==> src/rtl/exe_mem_pipe_reg_pkg.sv <==
// Shared definitions for the EXE->MEM elastic stage register: default widths,
// payload layout helpers and the reset level.
package pipe_pkg;

    localparam int   DATA_W_DEF = 32;
    localparam int   DEST_W_DEF = 4;
    localparam int   CNT_W_DEF  = 16;
    localparam int   CTRL_W     = 3;
    localparam logic RST_ACTIVE = 1'b0;

    // Payload layout, MSB first: {WB_en, MEM_R_EN, MEM_W_EN, ALU_result, ST_val, Dest}
    function automatic int payload_w(input int data_w, input int dest_w);
        return CTRL_W + 2 * data_w + dest_w;
    endfunction

    localparam int PAYLOAD_W = payload_w(DATA_W_DEF, DEST_W_DEF);

    typedef struct packed {
        logic wb_en;
        logic mem_r_en;
        logic mem_w_en;
    } ctrl_t;

endpackage

==> src/rtl/exe_mem_pipe_reg_entry.sv <==
// One storage slot of the stage register: a payload register plus its valid bit.
// clr drops the valid bit only; the payload is left as-is.
module pipe_entry
    import pipe_pkg::*;
#(
    parameter int W = PAYLOAD_W
) (
    input  logic         clk,
    input  logic         rst,
    input  logic         clr_i,
    input  logic         ld_i,
    input  logic         valid_i,
    input  logic [W-1:0] data_i,
    output logic         valid_o,
    output logic [W-1:0] data_o
);

    logic         valid_q;
    logic [W-1:0] data_q;

    always_ff @(posedge clk) begin
        if (rst == RST_ACTIVE) begin
            valid_q <= 1'b0;
            data_q  <= '0;
        end else if (clr_i) begin
            valid_q <= 1'b0;
        end else if (ld_i) begin
            valid_q <= valid_i;
            if (valid_i) begin
                data_q <= data_i;
            end
        end
    end

    assign valid_o = valid_q;
    assign data_o  = data_q;

endmodule

==> src/rtl/exe_mem_pipe_reg.sv <==
// Elastic EXE->MEM stage register with optional skid slot, flush, forwarding tap
// and a saturating back-pressure counter.
module exe_mem_pipe_reg
    import pipe_pkg::*;
#(
    parameter int DATA_W = DATA_W_DEF,
    parameter int DEST_W = DEST_W_DEF,
    parameter int SKID   = 1,
    parameter int CNT_W  = CNT_W_DEF
) (
    input  logic              clk,
    input  logic              rst,
    input  logic              flush,
    input  logic              in_valid,
    output logic              in_ready,
    input  logic              WB_en_in,
    input  logic              MEM_R_EN_in,
    input  logic              MEM_W_EN_in,
    input  logic [DATA_W-1:0] ALU_result_in,
    input  logic [DATA_W-1:0] ST_val_in,
    input  logic [DEST_W-1:0] Dest_in,
    output logic              out_valid,
    input  logic              out_ready,
    output logic              WB_en,
    output logic              MEM_R_EN,
    output logic              MEM_W_EN,
    output logic [DATA_W-1:0] ALU_result,
    output logic [DATA_W-1:0] ST_val,
    output logic [DEST_W-1:0] Dest,
    output logic              fwd_valid,
    output logic [DEST_W-1:0] fwd_dest,
    output logic [DATA_W-1:0] fwd_data,
    output logic [1:0]        occupancy,
    output logic [CNT_W-1:0]  stall_cnt
);

    localparam int              PW      = payload_w(DATA_W, DEST_W);
    localparam logic [CNT_W-1:0] CNT_MAX = '1;

    logic [PW-1:0]    in_payload;
    logic [PW-1:0]    h_data, s_data, h_din;
    logic             h_v, s_v;
    logic             h_ld, h_vin, s_ld, s_vin;
    logic             h_vn, s_vn;
    logic             accept, pop;
    logic [1:0]       occ_d, occ_q;
    logic [CNT_W-1:0] cnt_d, cnt_q;
    ctrl_t            h_ctrl;

    assign in_payload = {WB_en_in, MEM_R_EN_in, MEM_W_EN_in, ALU_result_in, ST_val_in, Dest_in};

    // Handshake: a beat moves on an edge where valid and ready are both high;
    // the producer holds its payload stable while valid is high and ready is low.
    assign in_ready = (SKID != 0) ? ~s_v : (~h_v | out_ready);
    assign accept   = in_valid & in_ready;
    assign pop      = out_valid & out_ready;

    always_comb begin
        h_ld  = 1'b0;
        h_vin = 1'b0;
        h_din = in_payload;
        s_ld  = 1'b0;
        s_vin = 1'b0;
        if (SKID != 0) begin
            if (!h_v) begin
                h_ld  = accept;
                h_vin = 1'b1;
            end else if (pop) begin
                // Head refills from the skid slot first to keep FIFO order.
                h_ld  = 1'b1;
                h_vin = s_v | accept;
                h_din = s_v ? s_data : in_payload;
                s_ld  = 1'b1;
                s_vin = s_v & accept;
            end else if (accept) begin
                s_ld  = 1'b1;
                s_vin = 1'b1;
            end
        end else begin
            if (accept) begin
                h_ld  = 1'b1;
                h_vin = 1'b1;
            end else if (pop) begin
                h_ld  = 1'b1;
                h_vin = 1'b0;
            end
        end
    end

    pipe_entry #(.W(PW)) u_head (
        .clk     (clk),
        .rst     (rst),
        .clr_i   (flush),
        .ld_i    (h_ld),
        .valid_i (h_vin),
        .data_i  (h_din),
        .valid_o (h_v),
        .data_o  (h_data)
    );

    pipe_entry #(.W(PW)) u_skid (
        .clk     (clk),
        .rst     (rst),
        .clr_i   (flush),
        .ld_i    (s_ld),
        .valid_i (s_vin),
        .data_i  (in_payload),
        .valid_o (s_v),
        .data_o  (s_data)
    );

    assign h_vn  = flush ? 1'b0 : (h_ld ? h_vin : h_v);
    assign s_vn  = flush ? 1'b0 : (s_ld ? s_vin : s_v);
    assign occ_d = {1'b0, h_vn} + {1'b0, s_vn};
    assign cnt_d = (out_valid && !out_ready && cnt_q != CNT_MAX) ? cnt_q + 1'b1 : cnt_q;

    always_ff @(posedge clk) begin
        if (rst == RST_ACTIVE) begin
            occ_q <= 2'd0;
            cnt_q <= '0;
        end else begin
            occ_q <= occ_d;
            cnt_q <= cnt_d;
        end
    end

    assign h_ctrl     = h_data[PW-1 -: CTRL_W];
    assign out_valid  = h_v;
    assign WB_en      = h_ctrl.wb_en & h_v;
    assign MEM_R_EN   = h_ctrl.mem_r_en & h_v;
    assign MEM_W_EN   = h_ctrl.mem_w_en & h_v;
    assign ALU_result = h_data[DEST_W + DATA_W +: DATA_W];
    assign ST_val     = h_data[DEST_W +: DATA_W];
    assign Dest       = h_data[DEST_W-1:0];
    assign fwd_valid  = out_valid & WB_en & ~MEM_R_EN;
    assign fwd_dest   = Dest;
    assign fwd_data   = ALU_result;
    assign occupancy  = occ_q;
    assign stall_cnt  = cnt_q;

endmodule

==> config.mk <==
export PLATFORM = sky130hd
export DESIGN_NAME = exe_mem_pipe_reg
export DESIGN_NICKNAME = d
export VERILOG_FILES = /design/src/rtl/exe_mem_pipe_reg_pkg.sv /design/src/rtl/exe_mem_pipe_reg_entry.sv /design/src/rtl/exe_mem_pipe_reg.sv
export SDC_FILE = /design/constraint.sdc
export NUM_CORES = 1
export LEC_CHECK = 0
export CAP_MARGIN = 20
export CORE_MARGIN = 10
export CORE_UTILIZATION = 48
export DETAILED_ROUTE_END_ITERATION = 10
export PLACE_DENSITY_LB_ADDON = 0.1
export SYNTH_ARGS = -nofsm -noshare
export SYNTH_HDL_FRONTEND = slang
export SYNTH_SLANG_ARGS = --single-unit
==> constraint.sdc <==
create_clock -name clk -period 2.1 [get_ports clk]
set_clock_uncertainty 0.05 [all_clocks]
set_input_delay 0.42 -clock clk [delete_from_list [all_inputs] [get_ports clk]]
set_output_delay 0.42 -clock clk [all_outputs]
set_load 0.1 [all_outputs]
-- Word level (Yosys, flattened, before mapping)
Index checks and enable logic that the tools add are counted.
- register bits: 162
- input port bits: 76
- word-level logic and storage cells: 42
- add/subtract/negate cells: 2
- equal/unequal tests: 1
- mux-type cells: 16
- bitwise gates (word level): 12
- reductions and logical operators: 5
- operator list (operator ; count):
    two-way mux 71 bit ; 3
    adder 16 x 1 -> 16 bit, second input constant ; 1
    inequality test 16 bit, second input constant ; 1
    two-way mux 1 bit ; 13
    AND 1 bit ; 8
    AND reduction 3 bit ; 2
    inverter 1 bit ; 3
    adder 1 x 1 -> 2 bit ; 1
    logical AND 1 bit ; 2
    logical NOT 1 bit ; 1
    bitwise OR 1 bit ; 1

-- Longest topological paths before layout
Gate-level depths: netlist of the first run.
- word-level depth: 8
- depth in mapped cells: 8
- gate-level depth less buffers: 5

-- By module
A second synthesis of the first run with hierarchy kept.
- cells, all modules: 858
- area total of the unflattened synthesis: 7958.9 um^2
- modules (own cells, without submodules) (module ; times used ; cells an instance ; area an instance (um^2)):
    pipe_entry ; 2 ; 312 ; 2936.6
    exe_mem_pipe_reg ; 1 ; 234 ; 2085.8

-- Least setup slack after synthesis of the first run
OpenSTA, ideal clock, no wires.
- kind: reg2out
- start: register u_head.valid_q (netlist: u_head.valid_o)
- end: output port fwd_valid
- arrival time: 3437 ps
- required time: 1630 ps
- slack: -1807 ps
- cell stages (with the launch flop): 4
- buffers on the path: 1
- cells stage by stage: dfxtp_1 > buf_4 > and2_1 > nor2b_1
- cells in the longest elaborated chain, start to end: 3
- ends and longest elaborated chain (item ; line ; source):
    start: declaration ; exe_mem_pipe_reg_entry.sv:18 ; logic valid_q;
    start signal: assignment ; exe_mem_pipe_reg_entry.sv:28 ; valid_q <= valid_i;
    AND 1 bit ; exe_mem_pipe_reg.sv:129 ; assign WB_en = h_ctrl.wb_en & h_v;
    via WB_en ; exe_mem_pipe_reg.sv:24 ; output logic WB_en,
    AND 1 bit (2 in a row) ; exe_mem_pipe_reg.sv:135 ; assign fwd_valid = out_valid & WB_en & ~MEM_R_EN;
    end: declaration ; exe_mem_pipe_reg.sv:30 ; output logic fwd_valid,
The timed path passes the listed nets, and every way through them passes these cells.

-- Final worst setup path of the first run
- start: register u_head.valid_q (netlist: u_head.valid_o)
- end: output port fwd_valid
- cells in the longest elaborated chain, start to end: 3
- ends and longest elaborated chain (item ; line):
    AND 1 bit (on tied branches) ; exe_mem_pipe_reg.sv:129, exe_mem_pipe_reg.sv:130
    AND 1 bit / inverter 1 bit (equally long branches) ; exe_mem_pipe_reg.sv:135
    AND 1 bit (*) ; exe_mem_pipe_reg.sv:135
Mark *: on every way between the ends. The rest lies on a longest branch, timed or not.

==> impl_metrics.yaml, run 1 <==
outcome:
  status: "finished clean"
route:
  viasPerCell: 5.21
  drc_errors: 0
  vias: 5945
  ant_nets: 0
  drt-total-wl_mm: 18.5
  wire_per_inst_um: 16.2
  drt-initial-drc-count: 293
  first_pass_iters: 5
timing:
  fin_crit_sh_pct: 87.2
  finalSetupViolCount: 0
  drv_slew: 0
  rsz0062_at_grt: "no"
  slew_headroom_pct: 71.7
  worst_pin_slew_ns: 0.422
  max_freq_ghz: 0.546
  hold_viol: 0
  period_needed_ns: 1.83
  hold_ws_ns: 0.402
grt:
  globalRouteTotalUtil_pct: 17.5
  grt_max_degree: 61
  antenna_found_initial: 0
  grt_pass1_wl_mm: 29.0
  first_global_vias: 5672
  grt-ovfl-total: 0
floorplan:
  top_level_ports: 204
  core_area_sq_um: 15100
  fp.dieH_um: 144
  die_x_um: 144
  rows: 45
  die-area_sq_um: 20700
  start_util_pct: 48.8
critical_path:
  worst_ep_arrival_time_ns: 1.36
  critPathLaunchType: "flip-flop"
  worstPathRequired_ns: 1.63
  criticalPathCategory: "reg -> out"
  worstSetupEndpointType: "output port"
  crit_fanout: 11
  rr_worst_depth: 7
place:
  hpwl_mm: 13.5
  gp_congestion: 0.795
  port_buffers: 203
  dpl.cell_count: 1112
cells_and_area:
  final_nets: 1021
  final_common_cell: "nand2_1"
  drive_gt1_share_pct: 23.8
  fin_cells: 1142
  fill_cells: 1296
  final_cell_mix: "151 x nand2_1, 145 x dfxtp_1, 143 x buf_4, 81 x a21oi_1, 76 x nor2_1"
  num_antenna_cells: 0
  syn_to_final_growth_pct: 27.3
clock_tree:
  htree_levels: 4
  ctsLongestPathBuffers: 2
  cts_tree: "built"
  hold_buffers: 0
  clk_latency_ns: 0.42
  clk_pin_slew_ns: 0.06
  clock-root-buffer: "clkbuf_16"
  cts.sinks: 162
  cts_resized: 0
  cts_inserted_buffers: 17
  cts_setup_buffers: 0
synthesis:
  netlist_instances: 849
  syn_nets: 927
  syn-cell-area_sq_um: 7360
  ys_ff_latch: 162
  syn_area_per_cell_sq_um: 8.67
  synth-seq-area-share_pct: 44.1
  yosys.area.top_type: "dfxtp_1"
  synth-warning-count: 0
  ys_types: 36
  synthArstFlopShare_pct: 0
  yosysTopAreaCellShare_pct: 44.1
  ys.flop_type: "dfxtp_1"
  synthTopCellsByArea: "dfxtp_1 44%, buf_4 11%, mux2i_1 9.9%"
  synth_edf_count: 0
power_and_ir_drop:
  power_density_nw_per_um2: 867
  leakage_nw: 4.04
  vdd_drop_max_mv: 0.519
  power_mw: 8.13
min_path:
  min_path_cells: 2
  hold_path_class: "reg -> reg"
run:
  maxCapViolCount: 0
[report_power, final]
part / switching [mW] / internal, mW / total [mW]
Combinational: 1.37 / 0.464 / 1.83
Sequential: 0.0789 / 3.18 / 3.26
Clock: 1.19 / 1.84 / 3.03
[metrics by stage]
stage / setup TNS [ns] / utilization (%) / instance area, sq um / worst slack [ns]
global route: 0 / 62.1 / 9370 / 0.171
detailed placement: -2.98 / 58.3 / 8800 / -0.0767
floorplan: -0.0235 / - / 7390 / -0.0235
CTS: 0 / 62.1 / 9370 / 0.243
global placement: -0.726 / 58.3 / 8800 / -0.0315
finish: 0 / 62.1 / 9370 / 0.269
[registers in the layout, indices dropped and copies added (netlist names)]
register,flops
stall_cnt,16
u_head.data_o,71
occupancy,2
u_skid.valid_o,1
u_skid.data_o,71
u_head.valid_o,1
[worst paths after layout]
check | start | end | slack, ns
max | u_head.valid_o | fwd_valid | 0.27
min | u_skid.data_o[36] | u_skid.data_o[36] | 0.40
max reg2reg | u_skid.valid_o | u_head.data_o[9] | 0.34
min reg2reg | u_skid.data_o[36] | u_skid.data_o[36] | 0.40
[critical path, cell delays in order, from the launching register on]
cell and delay (ns):
dfxtp_4 0.41, and2_4 0.19, nor2b_4 0.16, buf_12 0.18
[per-layer routing]
metal | share of wire [%] | GRT usage (%)
met5 | 0 | 0
met1 | 41 | 20.3
met2 | 50 | 29.0
met4 | 1.9 | 6.88
met3 | 7.7 | 6.04
[synth_stat cells, types with 5 or more instances]
| master | count |
|---|---|
| a211oi_1 | 62 |
| nand4_1 | 7 |
| nor2_1 | 76 |
| nor3_1 | 5 |
| o21ai_0 | 6 |
| buf_4 | 108 |
| and2_1 | 8 |
| nand3_1 | 6 |
| nand2_1 | 151 |
| mux2i_1 | 73 |
| nand2b_1 | 5 |
| buf_2 | 20 |
| clkbuf_1 | 33 |
| a21oi_1 | 81 |
| a211oi_2 | 10 |
| dfxtp_1 | 162 |
[cell type report]
type	count	area, sq um	area share, %
sequential	162	3270	34.9
clock buffer	18	429	4.58
tap	188	235	2.51
inverter	5	21.3	0.227
multi-input combinational	521	3090	33.0
clock inverter	12	141	1.51
timing repair buffer	236	2180	23.3
[cell families (layout without fill, tap and decap cells)]
family	after synthesis	in the layout	share of synthesized area, %
xor gates and xnor gates	1	1	0.119
AOI/OAI and AO/OA	173	173	15.8
muxes	73	73	9.93
adders and majority gates	2	2	0.340
and+or+nand+nor	272	272	15.5
buffers and inverters	166	271	14.3
DFF	162	162	44.1
Power figures use the tool's default switching activity.
==> run 2, diff against run 1 <==
--- a/config.mk
+++ b/config.mk
@@ -6,9 +6,9 @@
 export NUM_CORES = 1
 export LEC_CHECK = 0
 export CAP_MARGIN = 20
-export CORE_MARGIN = 10
 export CORE_UTILIZATION = 48
 export DETAILED_ROUTE_END_ITERATION = 10
+export GPL_ROUTABILITY_DRIVEN = 0
 export PLACE_DENSITY_LB_ADDON = 0.1
 export SYNTH_ARGS = -nofsm -noshare
 export SYNTH_HDL_FRONTEND = slang
==> run 2 against run 1 <==
Compared with the run above: sequential cell count unchanged; combinational power is essentially flat; critical path type is now in -> reg; sequential power is essentially flat; highest routed layer unchanged; largest cell class unchanged; critical endpoint is now u_head.data_o[30]; worst hold slack got worse by 0.00093 ns.
==> impl_metrics.yaml, run 2 (synthesis results as in run 1) <==
route:
  drc_errors: 0
  ant_nets: 0
  drt-total-wl_mm: 16.7
  drt-initial-drc-count: 337
  first_pass_iters: 4
  viasPerCell: 5.21
  wire_per_inst_um: 14.6
  vias: 5952
clock_tree:
  clk_latency_ns: 0.41
  cts_inserted_buffers: 17
  ctsLongestPathBuffers: 2
  cts.sinks: 162
  htree_levels: 4
  clock-root-buffer: "clkbuf_16"
  cts_tree: "built"
  clk_pin_slew_ns: 0.06
  cts_resized: 0
  cts_setup_buffers: 0
  hold_buffers: 0
timing:
  worst_pin_slew_ns: 0.425
  hold_viol: 0
  hold_ws_ns: 0.401
  rsz0062_at_grt: "no"
  period_needed_ns: 1.87
  slew_headroom_pct: 71.5
  drv_slew: 0
  max_freq_ghz: 0.534
  finalWorstSetupSlack_ns: 0.227
  fin_crit_sh_pct: 89.2
  finalSetupViolCount: 0
critical_path:
  criticalPathCategory: "in -> reg"
  critPathTopFamily: "buffers and inverters"
  worstPathRequired_ns: 2.37
  worst_path_most_repeated_cell: "buf_4"
  path_buf_inv: 5
  worst_ep_arrival_time_ns: 2.14
  cp_cell_sequence: "clkdlybuf4s50_1, nor2b_1, buf_4, buf_4, a211oi_4, buf_4, buf_12, nor2_1, a211oi_1"
  crit_fanout: 22
  critPathLaunchType: "input pin"
  critPathSlowestCell: "clkdlybuf4s50_1"
  worstSetupEndpointType: "flip-flop"
  cpPeakStageDelay_ns: 0.48
cells_and_area:
  multiInputGateArea_sq_um: 3090
  syn_to_final_growth_pct: 28.0
  regArea_sq_um: 3270
  final_nets: 1024
  fin_cells: 1143
  num_antenna_cells: 0
  fin_area_sq_um: 9420
  drive_gt1_share_pct: 24.2
  final_cell_mix: "151 x nand2_1, 148 x buf_4, 145 x dfxtp_1, 81 x a21oi_1, 76 x nor2_1"
  final_common_cell: "nand2_1"
  fill_cells: 1255
run:
  maxCapViolCount: 0
power_and_ir_drop:
  p_clk_share_pct: 39.0
  power_frac_comb_pct: 21.8
  power_mw: 8.32
  intPower_mw: 5.67
  vdd_drop_max_mv: 0.559
  pwr-share-seq_pct: 39.2
  net-switching-power_mw: 2.65
  sw_frac_of_total_pct: 31.9
  leakage_nw: 4.07
  power_density_nw_per_um2: 883
place:
  hpwl_mm: 11.8
  place_area_sq_um: 8790
  dpl_worst_slack_ns: -0.195
  dpl.cell_count: 1111
  port_buffers: 203
floorplan:
  die-area_sq_um: 15800
  core_area_sq_um: 14800
  rows: 44
  start_util_pct: 49.9
  die_x_um: 126
  fp.dieH_um: 126
  top_level_ports: 204
grt:
  antenna_found_initial: 0
  grt-ovfl-total: 0
  globalRouteTotalUtil_pct: 21.4
  first_global_vias: 5609
  grt_pass1_wl_mm: 27.3
  grt_max_degree: 58
min_path:
  hold_path_class: "reg -> reg"
outcome:
  status: "finished clean"
## run 2: layer usage
metal	track usage [%]	routed length (um)	vias up	share of wire [%]
met2	37.4	8350	167	50
met4	8.86	371	0	2.2
li1	-	-	2998	-
met1	25.4	7120	2763	43
met3	4.63	825	24	4.9
met5	0	0	-	0
## run 2: metrics by stage
step	TNS, ns	util [%]
4_1_cts	0	63.8
6_report	0	63.8
5_1_grt	0	63.8
3_5_place_dp	-15.45	59.6
2_1_floorplan	-0.0235	-
3_3_place_gp	-11.05	59.6
## run 2: worst paths after layout
path | startpoint | end | slack, ns | cells after the start
max | out_ready | u_head.data_o[30] | 0.23 | 9
min reg2reg | u_skid.data_o[19] | u_skid.data_o[19] | 0.40 | 2
min | u_skid.data_o[19] | u_skid.data_o[19] | 0.40 | 2
max reg2reg | u_head.valid_o | u_head.data_o[30] | 0.23 | 8
## run 2: worst reg2reg max path: cells and delay by family (launching register included)
family	cells	cell delay, ns
buffers and inverters	4	0.68
AND/OR/NAND/NOR	2	0.21
flip-flops	1	0.39
AO/OA/AOI/OAI	2	0.45
## run 2: cell type report
cell class,count,share of cell area (%)
multi-input cells,521,32.8
flip-flops and latches,162,34.7
inverters,5,0.226
clock buffers,19,4.70
repair buffers,239,23.2
clock inverters,13,1.95
well taps,184,2.44
## run 2: power groups by stage
stage                     Sequential (mW)  Clock [mW]  Combinational [mW]
after floorplan                      3.32           0                1.51
after global routing                 3.28        3.44                1.89
after CTS                            3.26        3.32                1.82
after global placement               3.33           0                1.81
final                                3.26        3.24                1.82
after detailed placement             3.33           0                1.82
==> run 3, diff against run 2 <==
--- a/config.mk
+++ b/config.mk
@@ -7,6 +7,7 @@
 export LEC_CHECK = 0
 export CAP_MARGIN = 20
 export CORE_UTILIZATION = 48
+export CTS_CLUSTER_SIZE = 14
 export DETAILED_ROUTE_END_ITERATION = 10
 export GPL_ROUTABILITY_DRIVEN = 0
 export PLACE_DENSITY_LB_ADDON = 0.1
==> constraint.sdc (replaced) <==
create_clock -name clk -period 1.9 [get_ports clk]
set_clock_uncertainty 0.05 [all_clocks]
set_input_delay 0.38 -clock clk [delete_from_list [all_inputs] [get_ports clk]]
set_output_delay 0.38 -clock clk [all_outputs]
set_load 0.02 [all_outputs]
==> run 3 against run 2 <==
Compared with the run above: wire length is 2.9% higher; worst hold slack gained 0.0015 ns; sequential cell count stayed put; cell count grew 0.52%; non-clock buffer count increased by 6; global-route usage up 0.68 points; die area did not move; clock power is 5% higher; combinational power shrank 38%; via count up 1.8%; critical path type is now reg -> out; critical endpoint is now fwd_data[25]; largest cell class unchanged.
==> impl_metrics.yaml, run 3 (synthesis results as in run 1) <==
route:
  drc_errors: 0
  ant_nets: 0
  vias: 6061
  viasPerCell: 5.28
  drt-total-wl_mm: 17.2
  drt-initial-drc-count: 330
  wire_per_inst_um: 14.9
  first_pass_iters: 5
min_path:
  hold_path_class: "reg -> reg"
power_and_ir_drop:
  vdd_drop_max_mv: 0.627
  power_mw: 8.15
  power_density_nw_per_um2: 835
  leakage_nw: 4.07
grt:
  grt-ovfl-total: 0
  grt_max_degree: 50
  first_global_vias: 5844
  globalRouteTotalUtil_pct: 22.0
  grt_pass1_wl_mm: 28.3
  antenna_found_initial: 0
run:
  maxCapViolCount: 0
place:
  port_buffers: 203
  dpl_worst_slack_ns: -0.267
  hpwl_mm: 12.2
critical_path:
  critPathLaunchType: "flip-flop"
  worst_ep_arrival_time_ns: 1.43
  critPathTopFamily: "buffers and inverters"
  cpPeakStageDelay_ns: 0.63
  worstPathRequired_ns: 1.47
  criticalPathCategory: "reg -> out"
  cp_cell_sequence: "clkdlybuf4s50_1"
  crit_fanout: 3
  critPathSlowestCell: "clkdlybuf4s50_1"
  worstSetupEndpointType: "output port"
  path_buf_inv: 1
cells_and_area:
  final_nets: 1030
  fill_cells: 1197
  multiInputGateArea_sq_um: 3090
  drive_gt1_share_pct: 10.1
  regArea_sq_um: 3250
  syn_to_final_growth_pct: 32.5
  final_cell_mix: "178 x clkdlybuf4s50_1, 159 x dfxtp_1, 151 x nand2_1, 81 x a21oi_1, 76 x nor2_1"
  num_antenna_cells: 0
  final_common_cell: "clkdlybuf4s50_1"
timing:
  period_needed_ns: 1.86
  worst_pin_slew_ns: 0.414
  hold_viol: 0
  slew_headroom_pct: 72.4
  rsz0062_at_grt: "yes"
  finalWorstSetupSlack_ns: 0.0426
  finalSetupViolCount: 0
  max_freq_ghz: 0.538
  fin_crit_sh_pct: 97.8
  tns_ns: 0
  drv_slew: 0
floorplan:
  die-area_sq_um: 15800
  top_level_ports: 204
  start_util_pct: 49.9
  core_area_sq_um: 14800
  fp.dieH_um: 126
  rows: 44
  die_x_um: 126
clock_tree:
  htree_levels: 4
  cts_tree: "built"
  clk_latency_ns: 0.42
  cts.sinks: 162
  ctsLongestPathBuffers: 2
  clk_pin_slew_ns: 0.06
  cts_inserted_buffers: 17
  clock-root-buffer: "clkbuf_16"
outcome:
  status: "finished clean"
run 3: through the flow:
step	area (sq um)	cells	utilization [%]	hold WS, ns
after global placement	9140	1116	62.0	0.391
after floorplan	7360	849	-	0.386
after global routing	9750	1149	66.1	0.420
after CTS	9720	1148	65.9	0.405
after detailed placement	9140	1116	62.0	0.396
final	9750	1149	66.1	0.403
run 3: final timing paths:
path / endpoint / from / cells after the start / slack (ns)
max: fwd_data[25] / u_head.data_o[61] / 1 / 0.04
min: u_skid.data_o[69] / u_skid.data_o[69] / 2 / 0.40
max reg2reg: stall_cnt[0] / stall_cnt[0] / 6 / 0.14
min reg2reg: u_skid.data_o[69] / u_skid.data_o[69] / 2 / 0.40
run 3: repair_timing:
| item | in CTS | in global routing |
|---|---|---|
| buffers inserted | 0 | 1 |
| pin swaps | 0 | 1 |
| gates cloned | 0 | 0 |
| gates resized for setup | 18 | 13 |
| endpoints found under the setup margin | 17 | 14 |
| hold buffers | 0 | 0 |
run 3: final cells by class:
| type | count | area share, % |
|---|---|---|
| Clock buffer | 20 | 4.79 |
| Clock inverter | 12 | 1.33 |
| Inverter | 5 | 0.218 |
| Multi-Input combinational cell | 521 | 31.6 |
| Sequential cell | 162 | 33.3 |
| Tap cell | 184 | 2.36 |
| Timing Repair Buffer | 245 | 26.4 |
run 3: per-layer routing:
| metal | global-route usage, % | routed length [um] | share of wire (%) |
|---|---|---|---|
| met3 | 4.50 | 951 | 5.5 |
| met4 | 9.36 | 376 | 2.2 |
| met1 | 27.6 | 7610 | 44 |
| met2 | 36.9 | 8220 | 48 |
| met5 | 0 | 0 | 0 |
run 3: power by group:
group / internal, mW / total (mW) / switching [mW]
registers: 3.52 / 3.60 / 0.0839
clock network: 2.04 / 3.41 / 1.37
logic: 0.582 / 1.13 / 0.552
total: 6.14 / 8.15 / 2.01
